<file path="src/rtl/seg7_scroll_display.sv">
// seg7_scroll_display: N-digit multiplexed 7-segment engine with a
// character FIFO, tail/scroll window selection and a blinking cursor.
module seg7_scroll_display #(
   parameter int NUM_DIGITS = 8,
   parameter int BUF_DEPTH  = 16,
   parameter int SCAN_DIV   = 50000,
   parameter int SCROLL_DIV = 25000000,
   parameter int BLINK_DIV  = 12500000,
   parameter int LW         = $clog2(BUF_DEPTH + 1)
) (
   input  logic                  iCLK,
   input  logic                  iRST,
   input  logic                  iWrEn,
   input  logic [4:0]            iWrChar,
   input  logic                  iClear,
   input  logic                  iScrollEn,
   input  logic                  iCursorEn,
   input  logic [4:0]            iCursorChar,
   output logic [6:0]            oSEG,
   output logic [NUM_DIGITS-1:0] oDIGIT,
   output logic [LW-1:0]         oLen,
   output logic                  oFull
);

   localparam int AW = (BUF_DEPTH > 1) ? $clog2(BUF_DEPTH) : 1;
   localparam int DW = $clog2(NUM_DIGITS);
   localparam int SW = (SCAN_DIV > 1) ? $clog2(SCAN_DIV) : 1;
   localparam int RW = (SCROLL_DIV > 1) ? $clog2(SCROLL_DIV) : 1;
   localparam int BW = (BLINK_DIV > 1) ? $clog2(BLINK_DIV) : 1;

   logic [4:0]    chars [BUF_DEPTH];
   logic [LW-1:0] len;
   logic [LW-1:0] off;
   logic [SW-1:0] scan_cnt;
   logic [RW-1:0] scroll_cnt;
   logic [BW-1:0] blink_cnt;
   logic          blink_vis;
   logic [DW-1:0] scan_idx;
   logic          full;
   logic          wr_take;
   logic          scroll_act;
   logic [6:0]    seg_next;
   int            win_w;
   int            text_pos;
   int            pos;

   function automatic logic [6:0] glyph(input logic [4:0] code);
      case (code)
         5'd0:  glyph = 7'h7F;
         5'd1:  glyph = 7'h08;
         5'd2:  glyph = 7'h03;
         5'd3:  glyph = 7'h46;
         5'd4:  glyph = 7'h21;
         5'd5:  glyph = 7'h06;
         5'd6:  glyph = 7'h0E;
         5'd7:  glyph = 7'h42;
         5'd8:  glyph = 7'h09;
         5'd9:  glyph = 7'h79;
         5'd10: glyph = 7'h61;
         5'd11: glyph = 7'h0A;
         5'd12: glyph = 7'h47;
         5'd13: glyph = 7'h6A;
         5'd14: glyph = 7'h2B;
         5'd15: glyph = 7'h23;
         5'd16: glyph = 7'h0C;
         5'd17: glyph = 7'h18;
         5'd18: glyph = 7'h2F;
         5'd19: glyph = 7'h12;
         5'd20: glyph = 7'h07;
         5'd21: glyph = 7'h41;
         5'd22: glyph = 7'h63;
         5'd23: glyph = 7'h55;
         5'd24: glyph = 7'h1B;
         5'd25: glyph = 7'h11;
         5'd26: glyph = 7'h24;
         5'd27: glyph = 7'h3F;
         5'd28: glyph = 7'h77;
         5'd29: glyph = 7'h37;
         5'd30: glyph = 7'h2C;
         default: glyph = 7'h00;
      endcase
   endfunction

   assign full    = (len == LW'(BUF_DEPTH));
   assign wr_take = iWrEn & ~iClear;
   assign oLen    = len;
   assign oFull   = full;

   // Shift-on-overflow keeps index 0 as the oldest character.
   always_ff @(posedge iCLK or posedge iRST) begin
      if (iRST) begin
         len <= '0;
         for (int i = 0; i < BUF_DEPTH; i++) chars[i] <= '0;
      end else if (iClear) begin
         len <= '0;
      end else if (iWrEn) begin
         if (full) begin
            for (int i = 0; i < BUF_DEPTH - 1; i++) chars[i] <= chars[i+1];
            chars[BUF_DEPTH-1] <= iWrChar;
         end else begin
            chars[len[AW-1:0]] <= iWrChar;
            len <= len + LW'(1);
         end
      end
   end

   always_comb begin
      win_w      = iCursorEn ? NUM_DIGITS - 1 : NUM_DIGITS;
      scroll_act = iScrollEn && (int'(len) > win_w);
      text_pos   = int'(scan_idx) - (iCursorEn ? 1 : 0);
      pos        = scroll_act ? int'(off) + win_w - 1 - text_pos
                              : int'(len) - 1 - text_pos;
      seg_next   = 7'h7F;
      if (iCursorEn && scan_idx == '0) begin
         if (blink_vis) seg_next = glyph(iCursorChar);
      end else if (pos >= 0 && pos < int'(len)) begin
         seg_next = glyph(chars[pos[AW-1:0]]);
      end
   end

   always_ff @(posedge iCLK or posedge iRST) begin
      if (iRST) begin
         scroll_cnt <= '0;
         off        <= '0;
      end else if (iWrEn || iClear || !scroll_act) begin
         scroll_cnt <= '0;
         off        <= '0;
      end else if (scroll_cnt == RW'(SCROLL_DIV - 1)) begin
         scroll_cnt <= '0;
         off <= (int'(off) >= int'(len) - win_w) ? '0 : off + LW'(1);
      end else begin
         scroll_cnt <= scroll_cnt + RW'(1);
      end
   end

   always_ff @(posedge iCLK or posedge iRST) begin
      if (iRST) begin
         blink_cnt <= '0;
         blink_vis <= 1'b1;
      end else if (wr_take) begin
         blink_cnt <= '0;
         blink_vis <= 1'b1;
      end else if (blink_cnt == BW'(BLINK_DIV - 1)) begin
         blink_cnt <= '0;
         blink_vis <= ~blink_vis;
      end else begin
         blink_cnt <= blink_cnt + BW'(1);
      end
   end

   // Outputs load when the scan counter is at zero, so the very first
   // edge after reset lights the leftmost digit.
   always_ff @(posedge iCLK or posedge iRST) begin
      if (iRST) begin
         scan_cnt <= '0;
         scan_idx <= DW'(NUM_DIGITS - 1);
         oDIGIT   <= '1;
         oSEG     <= 7'h7F;
      end else begin
         scan_cnt <= (scan_cnt == SW'(SCAN_DIV - 1)) ? '0
                                                     : scan_cnt + SW'(1);
         if (scan_cnt == '0) begin
            oDIGIT   <= ~(NUM_DIGITS'(1) << scan_idx);
            oSEG     <= seg_next;
            scan_idx <= (scan_idx == '0) ? DW'(NUM_DIGITS - 1)
                                         : scan_idx - DW'(1);
         end
      end
   end

endmodule

</file>
<file path="config.mk">
export PLATFORM = sky130hd
export DESIGN_NAME = seg7_scroll_display
export DESIGN_NICKNAME = d
export VERILOG_FILES = /design/src/rtl/seg7_scroll_display.sv
export SDC_FILE = /design/constraint.sdc
export NUM_CORES = 1
export LEC_CHECK = 0
export BUFFER_PORTS_ARGS = -buffer_cell sky130_fd_sc_hd__buf_4
export CAP_MARGIN = 20
export CORE_MARGIN = 8
export CORE_UTILIZATION = 26
export CTS_CLUSTER_SIZE = 16
export DETAILED_ROUTE_END_ITERATION = 10
export HOLD_SLACK_MARGIN = 0.06
export PLACE_DENSITY = 0.48
export SYNTH_ARGS = -nofsm -noshare
export SYNTH_HDL_FRONTEND = slang
export SYNTH_SLANG_ARGS = --single-unit
</file>
<file path="constraint.sdc">
create_clock -name iCLK -period 18.5 [get_ports iCLK]
set_clock_uncertainty 0.2 [all_clocks]
set_input_delay 3.7 -clock iCLK [delete_from_list [all_inputs] [get_ports iCLK]]
set_output_delay 3.7 -clock iCLK [all_outputs]
set_load 0.01 [all_outputs]
</file>
== After elaboration in Yosys (flattened, before gate mapping) ==
Memories as Yosys holds them, arrays and structs flattened.
Index checks and enable logic that the tools add are counted.
Word-level totals
  bits in registers: 174
  ROM bits: 448
  output and inout bits: 21
  memories: 2
Memory list
  (no name shown): words 32, width 7, read ports 1, clocked after memory_dff 0, wr ports 0, RTL line 48  | case (code)
  (no name shown): words 32, width 7, read ports 1, clocked after memory_dff 0, wr ports 0, RTL line 48
Cells by class
  $add $sub $neg: 13
  order comparisons: 7
  equal/unequal tests: 5
  shift operators: 1
  mux-type cells: 27
  bitwise operators: 6
  reduce and logical (&&, ||, !) cells: 14
Operators by type and width (count)
  bitwise mux 80 bit: 1
  two-way mux 80 bit: 1
  two-way mux 25 bit: 2
  two-way mux 24 bit: 2
  two-way mux 5 bit: 9
  >= comparator 32 x 1 -> 1 bit, second input constant: 1
  < comparator 32 x 6 -> 1 bit: 1
  two-way mux 32 bit: 1
  adder 25 x 1 -> 25 bit, second input constant: 1
  equality test 25 bit, second input constant: 1
  adder 24 x 1 -> 24 bit, second input constant: 1
  equality test 24 bit, second input constant: 1
  two-way mux 7 bit: 3
  binary-select mux 5 bit (select 4 bit): 1
  demux 5 bit (select 4 bit): 1
  adder 16 x 1 -> 16 bit, second input constant: 1
  equality test 16 bit, second input constant: 1
  zero test 16 bit: 1
  two-way mux 16 bit: 1
  adder 5 x 1 -> 5 bit, second input constant: 2
  >= comparator 5 bit, second input constant: 2
  NOT 4 -> 5 bit: 2
  NOT 8 bit: 1
  << shifter 1 x 3 -> 8 bit, first input constant: 1
  other kinds (24): 34

== Logic depth before layout (Yosys ltp) ==
Gate-level depths: netlist (run 1).
An unclocked memory read counts as a cell.
  depth after elaboration: 12
  gate-level depth with buffers: 23
  mapped depth without buffers: 22

== Worst setup path before layout (run 1) ==
Ideal clock, no wire load.
  kind: input-to-reg
  start point: input port iCursorEn
  end point: register oSEG[2]
  setup time: 0.086 ns
  data arrival time: 7.774 ns
  setup slack: 10.441 ns
  cell stages on the path: 22
  cell sequence: inv_1 > ha_1 > inv_1 > ha_1 > inv_1 > fa_1 > inv_1 > ha_1 > a21oi_1 > nand2_1 > xnor2_1 > mux2_2 > clkbuf_1 > a2111oi_0 > or4_1 > clkbuf_1 > inv_1 > ha_1 > inv_1 > o21ai_0 > a221oi_1 > a21oi_1
Between the ends
  word-level cells in the longest chain between the ends: 12
  elaborated cells on any way between the ends: 21
Ends and longest elaborated chain
  from (decl): RTL line 17  | input logic iCursorEn,
  two-way mux 4 bit: RTL line 108  | win_w = iCursorEn ? NUM_DIGITS - 1 : NUM_DIGITS;
  adder 5 x 4 -> 6 bit: RTL line 111  | pos = scroll_act ? int'(off) + win_w - 1 - text_pos
  subtractor 6 x 1 -> 7 bit: RTL line 111
  subtractor 7 x 4 -> 8 bit: RTL line 111
  two-way mux 32 bit: RTL line 111
  NOT 4 -> 5 bit (implied by the code): RTL line 117  | seg_next = glyph(chars[pos[AW-1:0]]);
  binary-select mux 5 bit (select 4 bit): RTL line 117
  two-way mux 5 bit (implied by the code) (2 in series): RTL line 117
  memory (32 x 7 bit)
  two-way mux 7 bit: RTL line 116  | end else if (pos >= 0 && pos < int'(len)) begin
  two-way mux 7 bit (*): RTL line 114  | if (iCursorEn && scan_idx == '0) begin
  to (signal assigned): RTL line 164  | oSEG <= seg_next;
  to (decl): RTL line 19  | output logic [6:0] oSEG,
Every way passes the cells marked *; elsewhere a longest branch is shown, timed or not. The select of a mux whose other input is x is not followed.
A chain may end at the register's enable or synchronous reset.

== Worst setup path in the final report (run 1) ==
Same ends and word-level chain as after synthesis.

==> results.yml, run 1 <==
yosys:
  synth-xor-area-share_pct: 5.99
  syn_area_per_cell_sq_um: 8.74
  ys_top_cells_by_area: "dfrtp_1, ha_1, o21ai_0, dfstp_2, nor2_1"
  synth_top_family_by_area: "compound AO/OA/AOI/OAI gates"
  synth_nets: 1373
  netlist_area_sq_um: 11300
  synth_warnings: 0
  synth-async-reset-ratio_pct: 100
  syn_inst: 1287
  synth-simple-area-share_pct: 18.6
  synth_top_area_share_pct: 34.5
  synth_edf_count: 0
  synth_compound_area_share_pct: 20.1
  synth-adder-area-share_pct: 8.05
  synth_flop_cell: "dfrtp_1"
  synth.distinct_cells: 71
  synthMuxAreaShare_pct: 3.61
  synth.largest_area_cell: "dfrtp_1"
  synth-seq-cells: 174
  seq_area_frac_synth_pct: 38.9
setup_path:
  critical_path_arrival_ns: 8.87
  crit_path_cell_trace: "buf_4 -> inv_1 -> ha_1 -> inv_1 -> ha_1 -> inv_1 -> fa_1 -> inv_1 -> ha_1 -> a21oi_1 -> nand2_1 -> xnor2_1 -> mux2_2 -> clkinv_1 -> a2111oi_0 -> or4_1 -> inv_1 -> ha_1 -> inv_1 -> o21ai_0 -> a221oi_1 -> a21oi_1"
  startpoint_type: "primary input"
  cp_max_fo: 11
  worst_setup_path_end_kind: "register"
  critPathKind: "primary input to register"
  crit_slowest_cell: "a2111oi_0"
  crit_top_cell: "inv_1"
  max_stage_delay_ns: 0.54
  required_ns: 18.68
timing:
  setup_tns_ns: 0
  slew_headroom_pct: 34.0
  worst_slew_pin_slew_ns: 0.990
  slew_violations: 0
  fin_hold_ws_ns: 0.289
  finalSetupViolations: 0
  fmax_mhz: 115
  hold_viol_final: 0
  post-route-period-util_pct: 47.0
  fin_crit_ns: 8.70
  rsz0062_at_grt: "no"
  postLayoutSetupSlackWorst_ns: 9.80
cells_and_area:
  final_common_cell: "dfrtp_1"
  syn_to_final_growth_pct: 12.5
  diodes: 0
  fin_util_pct: 29.5
  drive_gt1_share_pct: 9.85
  final_cell_mix: "dfrtp_1, nor2_1, nand2_1"
  fin_cells: 1874
  nets: 1362
  finalInstanceArea_sq_um: 12700
power:
  ir_drop_uv: 48.6
  power.total_mw: 1.15
  intPower_uw: 754
  p_seq_share_pct: 38.1
  switching_share_pct: 34.3
  p_per_area_nw_per_um2: 90.6
  p_leak_nw: 5.30
  comb_power_share_pct: 27.1
  switchingPower_uw: 394
  pwr-share-clk_pct: 34.8
clock_tree:
  cts_setup_buffers: 0
  path_clk_slew_ns: 0.06
  cts_tree: "built"
  clock_sinks: 174
  cts_htree_levels: 4
  root_buffer: "clkbuf_16"
  cts_hold_buf: 0
  cts_resized: 0
  cts_buffer_depth: 2
  clk_latency_ns: 0.46
  cts_buffers: 17
detailed_routing:
  drt-initial-drc-count: 810
  ant_nets: 0
  avgRoutedWirePerCell_um: 17.5
  vias: 9551
  drt-total-wl_mm: 32.8
  dr.pass1.iters: 5
  vias_per_cell: 5.10
  drc: 0
floorplanning:
  pin_count: 37
  design.core.area_sq_um: 42900
  rows: 76
  die_w_um: 224
  dieArea_sq_um: 50200
  dieHeight_um: 224
  initial_utilization_pct: 26.2
place:
  hpwlAfterDp_mm: 23.5
  place_inst: 1842
  port_buffers: 36
  place_ws_ns: 9.36
  placedInstanceArea_sq_um: 12000
  gp_congestion: 0.877
global_routing:
  met2_usage_pct: 20.1
  use_met1_pct: 18.9
  grt_pass1_vias: 9468
  grt_util_met3_pct: 3.23
  grt_max_degree: 103
  grt.busiest_layer: "met2"
  grt_pass1_wl_mm: 53.9
  grt.total_usage_pct: 13.4
  antenna_found_initial: 0
  grt_overflow_total: 0
status:
  status: "finished, final reports clean"
job:
  max_cap_violations: 0
worst_hold_path:
  worstHoldPathType: "register to register"
-- cell type report --
class	instances	area [sq um]
Multi-Input combinational cell	979	6350
Timing Repair Buffer	44	330
Fill cell	4547	30200
Tap cell	585	732
Clock buffer	19	453
Clock inverter	13	186
Inverter	60	230
Sequential cell	174	4380
-- synthesized netlist by cell type, types with 7 or more instances --
| master | count |
|---|---|
| nor3_1 | 20 |
| or4_1 | 8 |
| nand2_1 | 126 |
| a211oi_1 | 22 |
| a21o_1 | 7 |
| nor2_1 | 127 |
| ha_1 | 66 |
| o211ai_1 | 7 |
| xor2_1 | 38 |
| dfstp_2 | 19 |
| mux2i_1 | 29 |
| xnor2_1 | 39 |
| and3_1 | 41 |
| o22ai_1 | 26 |
| dfrtp_1 | 155 |
| mux2_2 | 7 |
| a31oi_1 | 13 |
| a21oi_1 | 52 |
| nand3_1 | 67 |
| a21boi_0 | 7 |
| nand4_1 | 9 |
| inv_1 | 56 |
| clkbuf_1 | 64 |
| o31ai_1 | 7 |
| nor2b_1 | 8 |
| a22oi_1 | 59 |
| o21ai_0 | 108 |
-- path summary, 6_finish.rpt --
| path | start | depth (start not counted) | slack [ns] | end |
|---|---|---|---|---|
| min in group asynchronous | iRST | 2 | 3.23 | scroll_cnt[21] |
| max in group asynchronous | iRST | 3 | 13.31 | chars[51] |
| worst max-delay path | iCursorEn | 22 | 9.80 | oSEG[2] |
| worst max register to register | oLen[0] | 17 | 12.85 | oSEG[2] |
| worst min-delay path | scroll_cnt[0] | 1 | 0.29 | scroll_cnt[0] |
| worst min register to register | scroll_cnt[0] | 1 | 0.29 | scroll_cnt[0] |
-- registers in the layout, indices dropped and copies added (netlist names) --
| register | count |
|---|---|
| blink_cnt | 24 |
| off | 5 |
| oDIGIT | 8 |
| blink_vis | 1 |
| scan_idx | 3 |
| oLen | 5 |
| scan_cnt | 16 |
| scroll_cnt | 25 |
| chars | 80 |
| oSEG | 7 |
-- power by group through the flow --
stage               sequential, mW  combinational (mW)  clock, mW
global placement             0.444               0.310          0
CTS                          0.437               0.310      0.412
global route                 0.441               0.348      0.428
finish                       0.438               0.311      0.399
detailed placement           0.444               0.308          0
floorplan                    0.433               0.229          0
-- kinds of logic (layout without fill, tap and decap cells) --
family / count (synthesis) / count (layout)
compound gates: 351 / 351
xor+xnor: 77 / 77
fa+ha+maj: 70 / 70
buf+inv: 134 / 136
flops: 174 / 174
mux: 38 / 38
simple gates: 443 / 443
-- critical path: cells and delay by family --
kind	cells	cell delay (ns)
adder cells (fa/ha/maj)	5	1.58
AND/OR/NAND/NOR	2	0.49
XOR/XNOR	1	0.27
multiplexers	1	0.38
buffers and inverters	8	1.15
AO/OA/AOI/OAI	5	1.30
-- layer usage --
metal,up-vias,routed length [um]
met4,0,444
met5,-,0
met3,28,1940
met2,236,14400
li1,4593,-
met1,4694,16000
(Power assumes the default switching activity.)
==> run 2, diff against run 1 <==
--- a/config.mk
+++ b/config.mk
@@ -5,6 +5,7 @@
 export SDC_FILE = /design/constraint.sdc
 export NUM_CORES = 1
 export LEC_CHECK = 0
+export ABC_AREA = 1
 export BUFFER_PORTS_ARGS = -buffer_cell sky130_fd_sc_hd__buf_4
 export CAP_MARGIN = 20
 export CORE_MARGIN = 8
@@ -12,7 +13,7 @@
 export CTS_CLUSTER_SIZE = 16
 export DETAILED_ROUTE_END_ITERATION = 10
 export HOLD_SLACK_MARGIN = 0.06
-export PLACE_DENSITY = 0.48
+export PLACE_DENSITY = 0.49
 export SYNTH_ARGS = -nofsm -noshare
 export SYNTH_HDL_FRONTEND = slang
 export SYNTH_SLANG_ARGS = --single-unit
==> constraint.sdc (replaced) <==
create_clock -name iCLK -period 7.1 [get_ports iCLK]
set_clock_uncertainty 0.2 [all_clocks]
set_input_delay 1.42 -clock iCLK [delete_from_list [all_inputs] [get_ports iCLK]]
set_output_delay 1.42 -clock iCLK [all_outputs]
set_load 0.01 [all_outputs]
==> results.yml, run 2 <==
status:
  status: "finished, final reports clean"
clock_tree:
  clock_sinks: 174
  cts_hold_buf: 0
  cts_buffers: 17
  path_clk_slew_ns: 0.07
  root_buffer: "clkbuf_16"
  cts_tree: "built"
  cts_htree_levels: 4
  clk_latency_ns: 0.45
  cts_setup_buffers: 0
  cts_buffer_depth: 2
  cts_resized: 0
yosys:
  seq_area_frac_synth_pct: 37.9
  synth_flop_cell: "dfrtp_1"
  synth-seq-cells: 174
  ys_top_cells_by_area: "dfrtp_1, nand2_1, inv_1, ha_1, nand3_1"
  synth_top_area_share_pct: 33.6
  syn_area_per_cell_sq_um: 7.32
  synth_edf_count: 0
  yosysMostFrequentCell: "nand2_1"
  netlist_area_sq_um: 11500
  synth_warnings: 0
  synth.distinct_cells: 53
  synth.largest_area_cell: "dfrtp_1"
  syn_inst: 1577
  synth_nets: 1663
  synth-async-reset-ratio_pct: 100
  yosys-top-cells-count: "nand2_1, inv_1, dfrtp_1"
power:
  p_leak_nw: 5.86
  intPower_mw: 1.95
  comb_power_share_pct: 31.0
  pwr-share-clk_pct: 31.9
  ir_drop_uv: 190
  switching_share_pct: 36.4
  p_seq_share_pct: 37.1
  p_per_area_nw_per_um2: 236
  switchingPower_mw: 1.11
global_routing:
  grt_max_degree: 69
  antenna_found_initial: 0
  grt_pass1_vias: 10163
  grt_overflow_total: 0
  grt.total_usage_pct: 13.1
  grt_pass1_wl_mm: 54.3
floorplanning:
  dieHeight_um: 227
  design.core.area_sq_um: 44000
  rows: 77
  dieArea_sq_um: 51400
  die_w_um: 227
  pin_count: 37
  initial_utilization_pct: 26.2
detailed_routing:
  drt-initial-drc-count: 736
  vias_per_cell: 4.78
  drt-total-wl_mm: 33.0
  drc: 0
  dr.pass1.iters: 5
  ant_nets: 0
  avgRoutedWirePerCell_um: 15.0
  vias: 10502
timing:
  rsz0062_at_grt: "no"
  fmax_mhz: 188
  postLayoutSetupSlackWorst_ns: 1.77
  slew_headroom_pct: 32.2
  hold_viol_final: 0
  worst_slew_pin_slew_ns: 1.01
  fin_crit_ns: 5.33
  post-route-period-util_pct: 75.1
  fin_hold_ws_ns: 0.266
  setup_tns_ns: 0
  finalSetupViolations: 0
  slew_violations: 0
cells_and_area:
  final_cell_mix: "nand2_1, inv_1, dfrtp_1"
  drive_gt1_share_pct: 7.91
  top_regs: "chars: 80 flops, scroll_cnt: 25 flops, blink_cnt: 24 flops"
  diodes: 0
  final_common_cell: "nand2_1"
  syn_to_final_growth_pct: 12.2
  nets: 1680
  largest_reg_flops: 80
  largest_register: "chars"
setup_path:
  cp_max_fo: 7
  startpoint_type: "primary input"
  required_ns: 7.29
  critical_path_arrival_ns: 5.51
  cp.buffers_inverters: 8
  critPathTopFamily: "adder cells"
  critPathKind: "primary input to register"
  worst_setup_path_end_kind: "register"
  crit_slowest_cell: "fa_1"
  crit_top_cell: "inv_1"
  crit_start: "iCursorEn"
  max_stage_delay_ns: 0.40
  r2r_start: "oLen[0]"
  rrSetupSlack_ns: 2.28
place:
  gp_congestion: 0.875
  port_buffers: 36
  hpwlAfterDp_mm: 24.3
  place_ws_ns: 1.31
worst_hold_path:
  min_from: "blink_cnt[0]"
  worstHoldPathType: "register to register"
job:
  max_cap_violations: 0
==> run 2: final timing paths <==
path                                 to  cells after the start
hold / removal             blink_cnt[0]                      1
setup / recovery                oSEG[2]                     25
min in group asynchronous     chars[46]                      2
setup reg to reg                oSEG[2]                     23
max in group asynchronous  blink_cnt[4]                      3
hold reg to reg            blink_cnt[0]                      1
==> run 2: cell type report <==
type	instances	area, sq um
well taps	592	741
clock inverters	12	163
clock buffers	19	433
inverters	249	942
repair buffers	43	323
flip-flops and latches	174	4380
multi-input cells	1109	5980
fillers	4867	31100
==> run 2: power groups by stage <==
stage	Sequential (mW)	Clock, mW	Combinational, mW
CTS	1.13	1.01	0.949
global route	1.15	1.04	1.09
detailed placement	1.15	0	0.944
global placement	1.15	0	0.948
finish	1.14	0.976	0.950
floorplan	1.14	0	0.719
==> run 2: metrics by stage <==
stage | total power [mW] | instances | util [%] | area, sq um
4_1_cts | 3.09 | 2198 | 29.4 | 13000
5_1_grt | 3.28 | 2198 | 29.4 | 13000
3_3_place_gp | 2.10 | 2167 | 28.1 | 12400
2_1_floorplan | 1.86 | 1577 | - | 11500
6_report | 3.06 | 2198 | 29.4 | 13000
3_5_place_dp | 2.10 | 2167 | 28.1 | 12400
==> run 2: layer usage <==
layer  track usage (%)  share of wire, %
met5                 0                 0
met1              17.3                48
met3              2.77               4.5
met2              20.8                46
met4              4.96               2.4
==> run 2: cells by family (layout without fill, tap and decap cells) <==
kind of cell	after synthesis	in the layout	synth area share (%)
flip-flops	174	174	37.9
AND/OR/NAND/NOR	690	690	26.1
AO/OA/AOI/OAI	324	324	15.9
adder cells (fa/ha/maj)	70	70	7.85
buffers and inverters	294	323	10.3
XOR/XNOR	25	25	1.90
==> run 2: worst register-to-register path: cells and delay by family, from the launching register on <==
family / cells / cell delay [ns]
adders and majority gates: 3 / 0.86
DFF: 1 / 0.51
buffers and inverters: 4 / 0.91
and+or+nand+nor: 16 / 2.28
